**src/rtl/wide_add_seq_if.sv**
```systemverilog
// Operand/result bundle for the byte-serial wide adder.
// The master issues operations; the slave (the sequencer) returns results.
interface wide_add_seq_if #(
  parameter int NBYTES = 4
);
  localparam int W = 8 * NBYTES;

  logic         start;
  logic         sub;
  logic [W-1:0] a;
  logic [W-1:0] b;
  logic         busy;
  logic         done;
  logic [W-1:0] sum;
  logic         cout;
  logic         ovf;

  modport master (
    output start, sub, a, b,
    input  busy, done, sum, cout, ovf
  );

  modport slave (
    input  start, sub, a, b,
    output busy, done, sum, cout, ovf
  );
endinterface

```
**src/rtl/wide_add_seq.sv**
```systemverilog
// Byte-serial multi-precision add/subtract: one 8-bit adder walks the operands
// LSB first through a registered carry, then pulses done with sum/cout/ovf.
module adder8bit (
  input  logic [7:0] a,
  input  logic [7:0] b,
  input  logic       cin,
  output logic [7:0] sum,
  output logic       cout
);
  assign {cout, sum} = {1'b0, a} + {1'b0, b} + {8'd0, cin};
endmodule

module wide_add_seq #(
  parameter int NBYTES = 4
) (
  input  logic           clk,
  input  logic           rst,
  wide_add_seq_if.slave  bus
);
  localparam int W  = 8 * NBYTES;
  localparam int IW = $clog2(NBYTES);
  localparam logic [IW-1:0] LAST = IW'(NBYTES - 1);

  typedef enum logic [1:0] {IDLE, RUN, DONE} state_t;

  state_t        state_q;
  logic [IW-1:0] idx_q;
  logic          carry_q;
  logic          sub_q;
  logic [W-1:0]  a_q;
  logic [W-1:0]  b_q;
  logic [W-1:0]  sum_q;
  logic          cout_q;
  logic          ovf_q;
  logic          busy_q;
  logic          done_q;

  logic [7:0] a_bytes [NBYTES];
  logic [7:0] b_bytes [NBYTES];
  logic [7:0] add_a;
  logic [7:0] add_b;
  logic [7:0] add_sum;
  logic       add_cout;

  // Byte lanes of the latched operands; subtraction inverts B and seeds carry with 1.
  for (genvar gi = 0; gi < NBYTES; gi++) begin : g_lane
    assign a_bytes[gi] = a_q[8*gi +: 8];
    assign b_bytes[gi] = b_q[8*gi +: 8] ^ {8{sub_q}};
  end

  assign add_a = a_bytes[idx_q];
  assign add_b = b_bytes[idx_q];

  adder8bit u_add (
    .a    (add_a),
    .b    (add_b),
    .cin  (carry_q),
    .sum  (add_sum),
    .cout (add_cout)
  );

  always_ff @(posedge clk) begin
    if (rst) begin
      state_q <= IDLE;
      idx_q   <= '0;
      carry_q <= 1'b0;
      sub_q   <= 1'b0;
      a_q     <= '0;
      b_q     <= '0;
      sum_q   <= '0;
      cout_q  <= 1'b0;
      ovf_q   <= 1'b0;
      busy_q  <= 1'b0;
      done_q  <= 1'b0;
    end else begin
      case (state_q)
        IDLE: begin
          if (bus.start) begin
            a_q     <= bus.a;
            b_q     <= bus.b;
            sub_q   <= bus.sub;
            idx_q   <= '0;
            carry_q <= bus.sub;
            sum_q   <= '0;
            cout_q  <= 1'b0;
            ovf_q   <= 1'b0;
            busy_q  <= 1'b1;
            state_q <= RUN;
          end
        end
        RUN: begin
          sum_q[8*idx_q +: 8] <= add_sum;
          carry_q             <= add_cout;
          idx_q               <= idx_q + 1'b1;
          if (idx_q == LAST) begin
            // Signed overflow judged on the top byte with the effective B operand.
            cout_q  <= add_cout;
            ovf_q   <= (add_a[7] == add_b[7]) && (add_sum[7] != add_a[7]);
            done_q  <= 1'b1;
            state_q <= DONE;
          end
        end
        DONE: begin
          done_q  <= 1'b0;
          busy_q  <= 1'b0;
          state_q <= IDLE;
        end
        default: begin
          state_q <= IDLE;
        end
      endcase
    end
  end

  assign bus.busy = busy_q;
  assign bus.done = done_q;
  assign bus.sum  = sum_q;
  assign bus.cout = cout_q;
  assign bus.ovf  = ovf_q;
endmodule

```
**src/flat_wrapper.sv**
```systemverilog
// flat-port wrapper written by rule: the top's interface ports become plain ports
module wide_add_seq_flat 
#(
  parameter int NBYTES = 4
)
  (clk, rst, bus_start, bus_sub, bus_a, bus_b, bus_busy, bus_done, bus_sum, bus_cout, bus_ovf);
  wide_add_seq_if #(.NBYTES(NBYTES)) bus_i ();
  input  logic clk;
  input  logic rst;
  input wire logic [$bits(bus_i.start)-1:0] bus_start;
  input wire logic [$bits(bus_i.sub)-1:0] bus_sub;
  input wire logic [$bits(bus_i.a)-1:0] bus_a;
  input wire logic [$bits(bus_i.b)-1:0] bus_b;
  output wire logic [$bits(bus_i.busy)-1:0] bus_busy;
  output wire logic [$bits(bus_i.done)-1:0] bus_done;
  output wire logic [$bits(bus_i.sum)-1:0] bus_sum;
  output wire logic [$bits(bus_i.cout)-1:0] bus_cout;
  output wire logic [$bits(bus_i.ovf)-1:0] bus_ovf;
  assign bus_i.start = bus_start;
  assign bus_i.sub = bus_sub;
  assign bus_i.a = bus_a;
  assign bus_i.b = bus_b;
  assign bus_busy = bus_i.busy;
  assign bus_done = bus_i.done;
  assign bus_sum = bus_i.sum;
  assign bus_cout = bus_i.cout;
  assign bus_ovf = bus_i.ovf;
  wide_add_seq #(.NBYTES(NBYTES)) u_core (.clk(clk), .rst(rst), .bus(bus_i));
endmodule
```
**config.mk**
```make
export PLATFORM = sky130hd
export DESIGN_NAME = wide_add_seq_flat
export DESIGN_NICKNAME = d
export VERILOG_FILES = /design/src/rtl/wide_add_seq_if.sv /design/src/rtl/wide_add_seq.sv /design/src/flat_wrapper.sv
export SDC_FILE = /design/constraint.sdc
export NUM_CORES = 1
export LEC_CHECK = 0
export ABC_AREA = 1
export BUFFER_PORTS_ARGS = -buffer_cell sky130_fd_sc_hd__buf_4
export CAP_MARGIN = 20
export CORE_ASPECT_RATIO = 1.2
export CORE_MARGIN = 3
export CORE_UTILIZATION = 54
export CTS_CLUSTER_DIAMETER = 50
export DETAILED_ROUTE_END_ITERATION = 10
export PLACE_DENSITY_LB_ADDON = 0.05
export SKIP_LAST_GASP = 1
export SYNTH_ARGS = -nofsm -noshare
export SYNTH_HDL_FRONTEND = slang
export SYNTH_SLANG_ARGS = --single-unit
```
**constraint.sdc**
```tcl
create_clock -name clk -period 3.85 [get_ports clk]
set_input_delay 0.385 -clock clk [delete_from_list [all_inputs] [get_ports clk]]
set_output_delay 0.385 -clock clk [all_outputs]
set_load 0.02 [all_outputs]
```
==> impl_results.md, run 1 <==
- Layout area overhead: 20.2%
- Vias per cell: 5.25
- Post-Syn Instances: 659
- Row cnt: 37
- Final wirelength: 12000 microns
- CP Data Arrival Time: 3.36 ns
- DP HPWL: 8980 microns
- Gr ovfl total: 0
- Nets: 821
- Internal: 1.72 mW
- Tot Pwr: 2.49 mW
- #FFs+latches synth: 106
- Worst hold path type: input port to register
- Slew Limit Fails: 0
- Total GRT Usage: 0.240
- Vias in the first global route: 4134
- Largest net degree at the start of global routing: 69
- Hold buffer count at cts: 0
- Clk sink count: 106
- Post-DRT Antenna Nets: 0
- Setup violations, final: 0
- Die W: 92.2 microns
- P_sw: 0.773 mW
- WHS Path Cells: 3
- Register area share after synthesis: 0.441
- Max VDD drop: 0.248 mV
- Yosys Warn Count: 0
- ANT cells: 0
- Vias: 4524
- Status: complete, no violations
- Post-synth cell types: 34
- Switch share: 0.310
- Clock power share: 0.280
- I/O pin total: 104
- IO buf count: 103
- Starting Density: 0.559
- GPL Wtd Cong: 0.940
- Initial antenna violation count: 0
- Reg clk slew, reported paths: 0.09 ns
- Rel. slew slack: 0.471
- Critical R2R Launch: u_core.idx_q[1]
- DR iter-0 viols: 220
- Clock latency on the worst-skew pair: 0.37 ns
- Num CTS Buffers: 9
- Leakage power: 2.52 nW
- CP endpoint kind: register
- Flop pwr share: 0.486
- PD cells: 431 nW/um^2
- Flop2flop setup slack: 0.80 ns
- Crit path launch type: register
- Highest-count cells in the layout ignoring fill and taps: nor2_1 (144), nand2_1 (119), buf_4 (107), dfxtp_1 (106), o21ai_0 (71)
- Post-Synthesis Cell Area: 4810 sq um
- Logic pwr share: 0.234
- CTS tree: built
- First-pass GRT wire length: 19300 microns
- Worst Tran Pin Value: 0.792 ns
- PostCTS Resize Cnt: 0
- Critical-path maximum fanout: 28
- WHS Endpoint: u_core.a_q[22]
- Tmin final: 3.05 ns
- Die height: 109 microns
- Max-cap viol count: 0
- Fmax: 328 MHz
- Drt first pass iters: 6
- Setup bufs post-CTS: 0
- Setup TNS Final: 0 ns
- Dpl ws: 0.826 ns
- Hold Path Origin: bus_a[22]
- Clock skew: 0.0118 ns
- Critical Setup Path Class: register to register
- Average wire per standard cell: 13.9 microns
- CORE AREA: 8610 sq um
- Reg2reg end: u_core.bus.sum[12]
- H-tree Lvls: 3
- Syn Area/Cell: 7.31 sq um
- Clock root buffer: clkbuf_8
- RSZ-0062 raised after global routing: no
- Worst setup margin: 0.805 ns
- Die ar.: 10100 sq um
- Most common cell after layout, fill and taps aside: nor2_1
- CP Data Required Time: 4.16 ns
- R2R depth: 14
- Post-route DRC: 0
- Net count after synthesis: 740
- Final Hold Vio Count: 0
- Final worst-path cycle share: 0.791
- Clock Path Buffers: 2
- Share of layout cells above drive strength 1: 0.207
==> flip-flops by register name (all words and copies together), names as in the netlist <==
name             count
u_core.a_q          32
u_core.b_q          32
u_core.bus.sum      32
u_core.idx_q         2
u_core.state_q       2
u_core.bus.busy      1
u_core.bus.cout      1
u_core.bus.done      1
u_core.bus.ovf       1
u_core.carry_q       1
u_core.sub_q         1
==> cell type report <==
cell class	instances	area [sq um]
clock buffers	14	163
clock inverters	2	35.0
fillers	806	2820
inverters	33	124
multi-input cells	483	2390
flip-flops and latches	106	2120
well taps	117	146
repair buffers	107	803
==> metal layers <==
metal / part of all wire / up-vias / global-route usage
li1: - / 2316 / -
met1: 0.44 / 2061 / 0.296
met2: 0.48 / 114 / 0.406
met3: 0.036 / 33 / 0.0274
met4: 0.043 / 0 / 0.145
met5: 0 / - / 0
==> power groups by stage <==
stage / registers, mW / clock network, mW / logic, mW
4_1_cts: 1.21 / 0.706 / 0.582
5_1_grt: 1.22 / 0.748 / 0.656
3_5_place_dp: 1.24 / 0 / 0.580
6_report: 1.21 / 0.697 / 0.584
3_3_place_gp: 1.24 / 0 / 0.567
2_1_floorplan: 1.23 / 0 / 0.408
==> metrics by stage <==
stage          hold WS [ns]  area [sq um]   util  instances
6_report              0.246          5790  0.672        862
5_1_grt               0.248          5790  0.672        862
4_1_cts               0.235          5790  0.672        862
3_5_place_dp          0.457          5590  0.649        846
3_3_place_gp          0.438          5590  0.649        846
2_1_floorplan         0.430          4810      -        659
==> worst max path at each step <==
| stage | startpoint | to | slack, ns | cells after the start |
|---|---|---|---|---|
| floorplan | u_core.idx_q[1] | u_core.bus.sum[28] | 1.18 | 15 |
| global placement | u_core.idx_q[1] | u_core.bus.sum[28] | 0.93 | 14 |
| detailed placement | u_core.idx_q[1] | u_core.bus.sum[28] | 0.83 | 14 |
| CTS | u_core.idx_q[1] | u_core.bus.sum[12] | 0.81 | 14 |
| global route | u_core.idx_q[1] | u_core.bus.sum[12] | 0.54 | 14 |
| finish | u_core.idx_q[1] | u_core.bus.sum[12] | 0.80 | 14 |
==> critical path, cell delays in order (launching register included) <==
cell and delay (ns):
dfxtp_1 0.52, inv_2 0.27, a21oi_1 0.19, a32oi_1 0.08, xor2_1 0.18, fa_1 0.45, fa_1 0.43, inv_1 0.10
nand3_1 0.08, nand2_2 0.11, xor2_2 0.18, nand2_1 0.10, nor2_2 0.11, nand2_1 0.07, a21oi_2 0.11
==> synth_stat cells (all sizes together) <==
master / n / area share
or2: 3 / 0.0039
nand2: 125 / 0.10
a31oi: 1 / 0.0013
a32o: 2 / 0.0042
xnor2: 1 / 0.0018
fa: 2 / 0.0083
o21a: 1 / 0.0016
nor2: 151 / 0.13
nand4: 7 / 0.0091
buf: 19 / 0.022
nand3b: 1 / 0.0016
o21ai: 78 / 0.083
xor2: 10 / 0.020
nand3: 20 / 0.021
nor3: 3 / 0.0075
ha: 11 / 0.029
o22ai: 5 / 0.0065
inv: 33 / 0.026
clkbuf: 18 / 0.014
a32oi: 8 / 0.015
dfxtp: 106 / 0.44
a21oi: 54 / 0.059
==> logic make-up after synthesis <==
group                    share of synthesized area
AO/OA/AOI/OAI                                0.170
flip-flops                                   0.441
XOR/XNOR                                    0.0216
buffers and inverters                       0.0618
adder cells (fa/ha/maj)                     0.0369
AND/OR/NAND/NOR                              0.269
(Power assumes the default switching activity.)
==> run 2, diff against run 1 <==
CORE_UTILIZATION = 49   (was 54)
clock period = 2.75 ns   (was 3.85 ns; I/O delays follow)
==> run 2 against run 1 <==
Fmax grew 18%; clock-buffer cell count shrank 3; global-route usage shrank 2.1 points; highest routed layer unchanged; die area grew 9.6%; power grew 50%; register-to-register slack lost 0.63 ns; utilization shrank 4.5 points; sequential share of layout area shrank 1.2 points; wire length shrank 3.7%; design area grew 3.6%; largest cell class unchanged; critical path type unchanged.
==> impl_results.md, run 2 (synthesis gave the netlist of run 1 again) <==
- Critical-path maximum fanout: 12
- Row cnt: 39
- DP HPWL: 8840 microns
- Vias: 4446
- I/O pin total: 104
- PostCTS Resize Cnt: 0
- Num CTS Buffers: 9
- Layout area overhead: 24.6%
- Clock skew: 0.00622 ns
- Clock Path Buffers: 2
- Fmax: 388 MHz
- Hold buffer count at cts: 0
- Max-cap viol count: 0
- Reg clk slew, reported paths: 0.07 ns
- Max VDD drop: 0.336 mV
- Clock latency on the worst-skew pair: 0.34 ns
- Crit-path max cell delay: 0.34 ns
- Starting Density: 0.503
- Slew Limit Fails: 0
- Critical Setup Path Class: register to register
- Leakage power: 2.61 nW
- First-pass GRT wire length: 19100 microns
- GPL Wtd Cong: 0.861
- Post-DRT Antenna Nets: 0
- Tmin final: 2.58 ns
- Most common cell after layout, fill and taps aside: nor2_1
- GRT busiest layer: met2
- Status: complete, no violations
- Most used cell, CP: nand2_1
- R2R depth: 15
- Clk sink count: 106
- Total GRT Usage: 0.219
- Reg2reg end: u_core.bus.sum[30]
- Met3 Resource Use GR: 0.0335
- Share of layout cells above drive strength 1: 0.229
- Slowest CP cell: ha_1
- Worst Tran Pin Value: 0.771 ns
- Worst path top cell family by delay: simple AND/OR/NAND/NOR gates
- IO buf count: 103
- Nets: 832
- Placed inst area: 5680 sq um
- Final worst-path cycle share: 0.936
- CORE AREA: 9560 sq um
- Setup bufs post-CTS: 0
- Average wire per standard cell: 13.1 microns
- Vias per cell: 5.06
- Post-Layout Inst Area: 6000 sq um
- WHS Path Cells: 3
- Grt met1 use: 0.283
- DR iter-0 viols: 143
- Gr ovfl total: 0
- Die W: 96.5 microns
- RSZ-0062 raised after global routing: yes
- CP Data Arrival Time: 2.85 ns
- ANT cells: 0
- GR Layer Usage met2: 0.362
- Hold Path Origin: bus_b[27]
- Rel. slew slack: 0.485
- WHS: 0.170 ns
- Flop2flop setup slack: 0.17 ns
- H-tree Lvls: 3
- PD cells: 622 nW/um^2
- Final Hold Vio Count: 0
- Layout fillers: 948
- Post-route DRC: 0
- Highest-count cells in the layout ignoring fill and taps: nor2_1 (144), nand2_1 (119), buf_4 (116), dfxtp_1 (105), o21ai_0 (71)
- Die height: 115 microns
- Critical R2R Launch: u_core.idx_q[1]
- CP Data Required Time: 3.02 ns
- Vias in the first global route: 4069
- CP endpoint kind: register
- Setup TNS Final: 0 ns
- Worst hold path type: input port to register
- WP depth: 15
- Drt first pass iters: 4
- CP bufs+invs: 2
- Crit path launch type: register
- Final wirelength: 11500 microns
- WHS Endpoint: u_core.b_q[27]
- Die ar.: 11100 sq um
- CTS tree: built
- Setup violations, final: 0
- Tot Pwr: 3.73 mW
- Clock root buffer: clkbuf_16
- CP cell instances: inv_2 > buf_4 > a21oi_1 > a32oi_1 > xor2_1 > ha_1 > nand2_1 > nand2_1 > nand2_1 > nand3_1 > nand2_1 > nand2_1 > nor2_2 > nand3_1 > a21oi_1
- Largest net degree at the start of global routing: 69
- Initial antenna violation count: 0
-- run 2: per-stage QoR --
step / util / cells / setup WS, ns
CTS: 0.622 / 878 / 0.0605
finish: 0.627 / 878 / 0.175
detailed placement: 0.594 / 863 / 0.0804
global route: 0.627 / 878 / -0.0200
global placement: 0.594 / 863 / 0.162
floorplan: - / 659 / 0.0835
-- run 2: routing by layer --
| layer | wire, microns | vias to the layer above |
|---|---|---|
| met5 | 0 | - |
| met4 | 233 | 0 |
| met3 | 488 | 17 |
| met2 | 5670 | 94 |
| met1 | 5130 | 1999 |
| li1 | - | 2336 |
-- run 2: where the power goes --
part	switching [mW]	internal [mW]	leakage (nW)
Sequential	0.0601	1.63	0.871
Clock	0.541	0.634	0.128
Combinational	0.519	0.345	1.61
Total	1.12	2.61	2.61
-- run 2: area by class of cell --
class	instances	area, sq um	share of cell area
Multi-Input combinational cell	483	2430	0.405
Tap cell	123	154	0.0257
Timing Repair Buffer	118	893	0.149
Clock inverter	4	28.8	0.00480
Clock buffer	11	243	0.0405
Inverter	33	126	0.0211
Sequential cell	106	2130	0.354
-- run 2: worst max-delay path by stage --
stage	end	start	slack, ns
floorplan	u_core.bus.sum[28]	u_core.idx_q[1]	0.08
CTS	u_core.bus.sum[28]	u_core.idx_q[0]	0.06
detailed placement	u_core.bus.sum[28]	u_core.idx_q[0]	0.08
finish	u_core.bus.sum[30]	u_core.idx_q[1]	0.17
global placement	u_core.bus.sum[12]	u_core.idx_q[0]	0.16
global route	u_core.bus.sum[14]	u_core.idx_q[1]	-0.02
-- run 2: worst register-to-register path: stages (launching register included) --
cell and delay (ns):
dfxtp_1 0.32, inv_2 0.16, buf_4 0.22, a21oi_1 0.06, a32oi_1 0.21, xor2_1 0.28, ha_1 0.34, nand2_1 0.10
nand2_1 0.07, nand2_1 0.08, nand3_1 0.08, nand2_1 0.09, nand2_1 0.08, nor2_2 0.17, nand3_1 0.11, a21oi_1 0.14
==> run 3, diff against run 2 <==
CTS_CLUSTER_SIZE = 24   (was default)
REMOVE_ABC_BUFFERS = 1   (was default)
==> run 3 against run 2 <==
Utilization is 0.77 points higher; clock skew about the same; critical path depth shrank 1; global-route usage decreased by 0.19 points; non-clock buffer count rose by 3; wire length grew 2.7%; critical endpoint is now u_core.bus.sum[12].
==> impl_results.md, run 3 (synthesis gave the netlist of run 1 again) <==
- Status: complete, no violations
- Average wire per standard cell: 13.4 microns
- Drt first pass iters: 4
- Placed inst area: 5710 sq um
- Reg clk slew, reported paths: 0.07 ns
- DP HPWL: 8710 microns
- Vias: 4523
- Post-route DRC: 0
- Critical Path Sink: u_core.bus.sum[12]
- Max VDD drop: 0.394 mV
- Fin cells: 881
- Dpl ws: 0.0503 ns
- Critical R2R Launch: u_core.idx_q[0]
- CP Data Arrival Time: 2.86 ns
- Clk sink count: 106
- Setup TNS Final: 0 ns
- Post-Layout Inst Area: 6070 sq um
- Highest-count cells in the layout ignoring fill and taps: nor2_1 (144), nand2_1 (119), buf_4 (118), dfxtp_1 (104), o21ai_0 (71)
- Final worst-path cycle share: 0.940
- Row cnt: 39
- DR iter-0 viols: 215
- Die W: 96.5 microns
- Clock latency on the worst-skew pair: 0.34 ns
- Crit path from: u_core.idx_q[0]
- RSZ-0062 raised after global routing: yes
- Placed insts: 864
- Die height: 115 microns
- Critical Setup Path Class: register to register
- GPL Wtd Cong: 0.863
- Total GRT Usage: 0.217
- Fin util: 0.635
- Layout area overhead: 26.1%
- Largest net degree at the start of global routing: 69
- Max-cap viol count: 0
- Clock root buffer: clkbuf_16
- PD cells: 642 nW/um^2
- R2R depth: 14
- Num CTS Buffers: 9
- H-tree Lvls: 3
- Clock Path Buffers: 2
- Reg2reg end: u_core.bus.sum[12]
- Setup violations, final: 0
- CTS tree: built
- CP endpoint kind: register
- Most common cell after layout, fill and taps aside: nor2_1
- IO buf count: 103
- Share of layout cells above drive strength 1: 0.234
- Tmin final: 2.59 ns
- I/O pin total: 104
- Critical-path maximum fanout: 8
- Tot Pwr: 3.90 mW
- Die ar.: 11100 sq um
- Fmax: 387 MHz
- CORE AREA: 9560 sq um
- Hold buffer count at cts: 0
- Final wirelength: 11800 microns
- Worst Tran Pin Value: 0.841 ns
- Vias in the first global route: 4204
- Worst hold path type: input port to register
- Rel. slew slack: 0.440
- Worst setup margin: 0.164 ns
- Vias per cell: 5.13
- Gr ovfl total: 0
- Flop2flop setup slack: 0.16 ns
- Crit path launch type: register
- CP Data Required Time: 3.03 ns
- Starting Density: 0.503
- ANT cells: 0
- WHS: 0.170 ns
- Nets: 835
- Leakage power: 2.65 nW
- Clock skew: 0.00663 ns
- Initial antenna violation count: 0
- Slew Limit Fails: 0
- Final Hold Vio Count: 0
- Post-DRT Antenna Nets: 0
- First-pass GRT wire length: 19000 microns
-- run 3: cell types whose count changed in the layout (fill, tap and decap cells not counted), sizes merged --
cell    previous run  this run
clkinv             2         0
clkbuf            11         9
buf              118       121
bufinv             0         1
inv               33        36
-- run 3: timing repair --
item,4_1_cts,5_1_grt
setup endpoints to repair,0,21
buffers inserted,0,2
gates resized for setup,0,9
-- run 3: critical path: stages, from the launching register on --
cell	delay, ns
dfxtp_2	0.35
inv_4	0.10
nand2_1	0.06
a32oi_1	0.20
xor2_1	0.12
fa_2	0.39
fa_1	0.42
inv_1	0.09
nand3_1	0.09
nand2_2	0.12
xor2_2	0.18
nand2_1	0.09
nor2_2	0.11
nand2_1	0.08
a21oi_2	0.13
-- run 3: per-layer routing --
metal  routed length [microns]  GRT usage
met1                      5100      0.270
met3                       478     0.0394
met4                       212     0.0739
met2                      6040      0.374
met5                         0          0
-- run 3: worst min path at each step --
stage / from / end / slack (ns) / depth (start not counted)
5_1_grt: bus_a[22] / u_core.a_q[22] / 0.18 / 3
4_1_cts: bus_a[22] / u_core.a_q[22] / 0.16 / 3
3_5_place_dp: u_core.bus.done / u_core.bus.done / 0.44 / 2
2_1_floorplan: rst / u_core.bus.sum[11] / 0.34 / 1
3_3_place_gp: u_core.bus.done / u_core.bus.done / 0.44 / 2
6_report: bus_a[22] / u_core.a_q[22] / 0.17 / 3
-- run 3: layout make-up --
cell class              instances  area, sq um
fillers                       926         3490
multi-input cells             483         2420
flip-flops and latches        106         2120
repair buffers                121          946
clock buffers                   9          225
well taps                     123          154
inverters                      33          129
clock inverters                 6         73.8
-- run 3: power by group --
group / switching (mW) / total, mW / internal, mW
clock network: 0.589 / 1.30 / 0.714
registers: 0.0535 / 1.69 / 1.63
logic: 0.541 / 0.907 / 0.365
total: 1.18 / 3.90 / 2.71
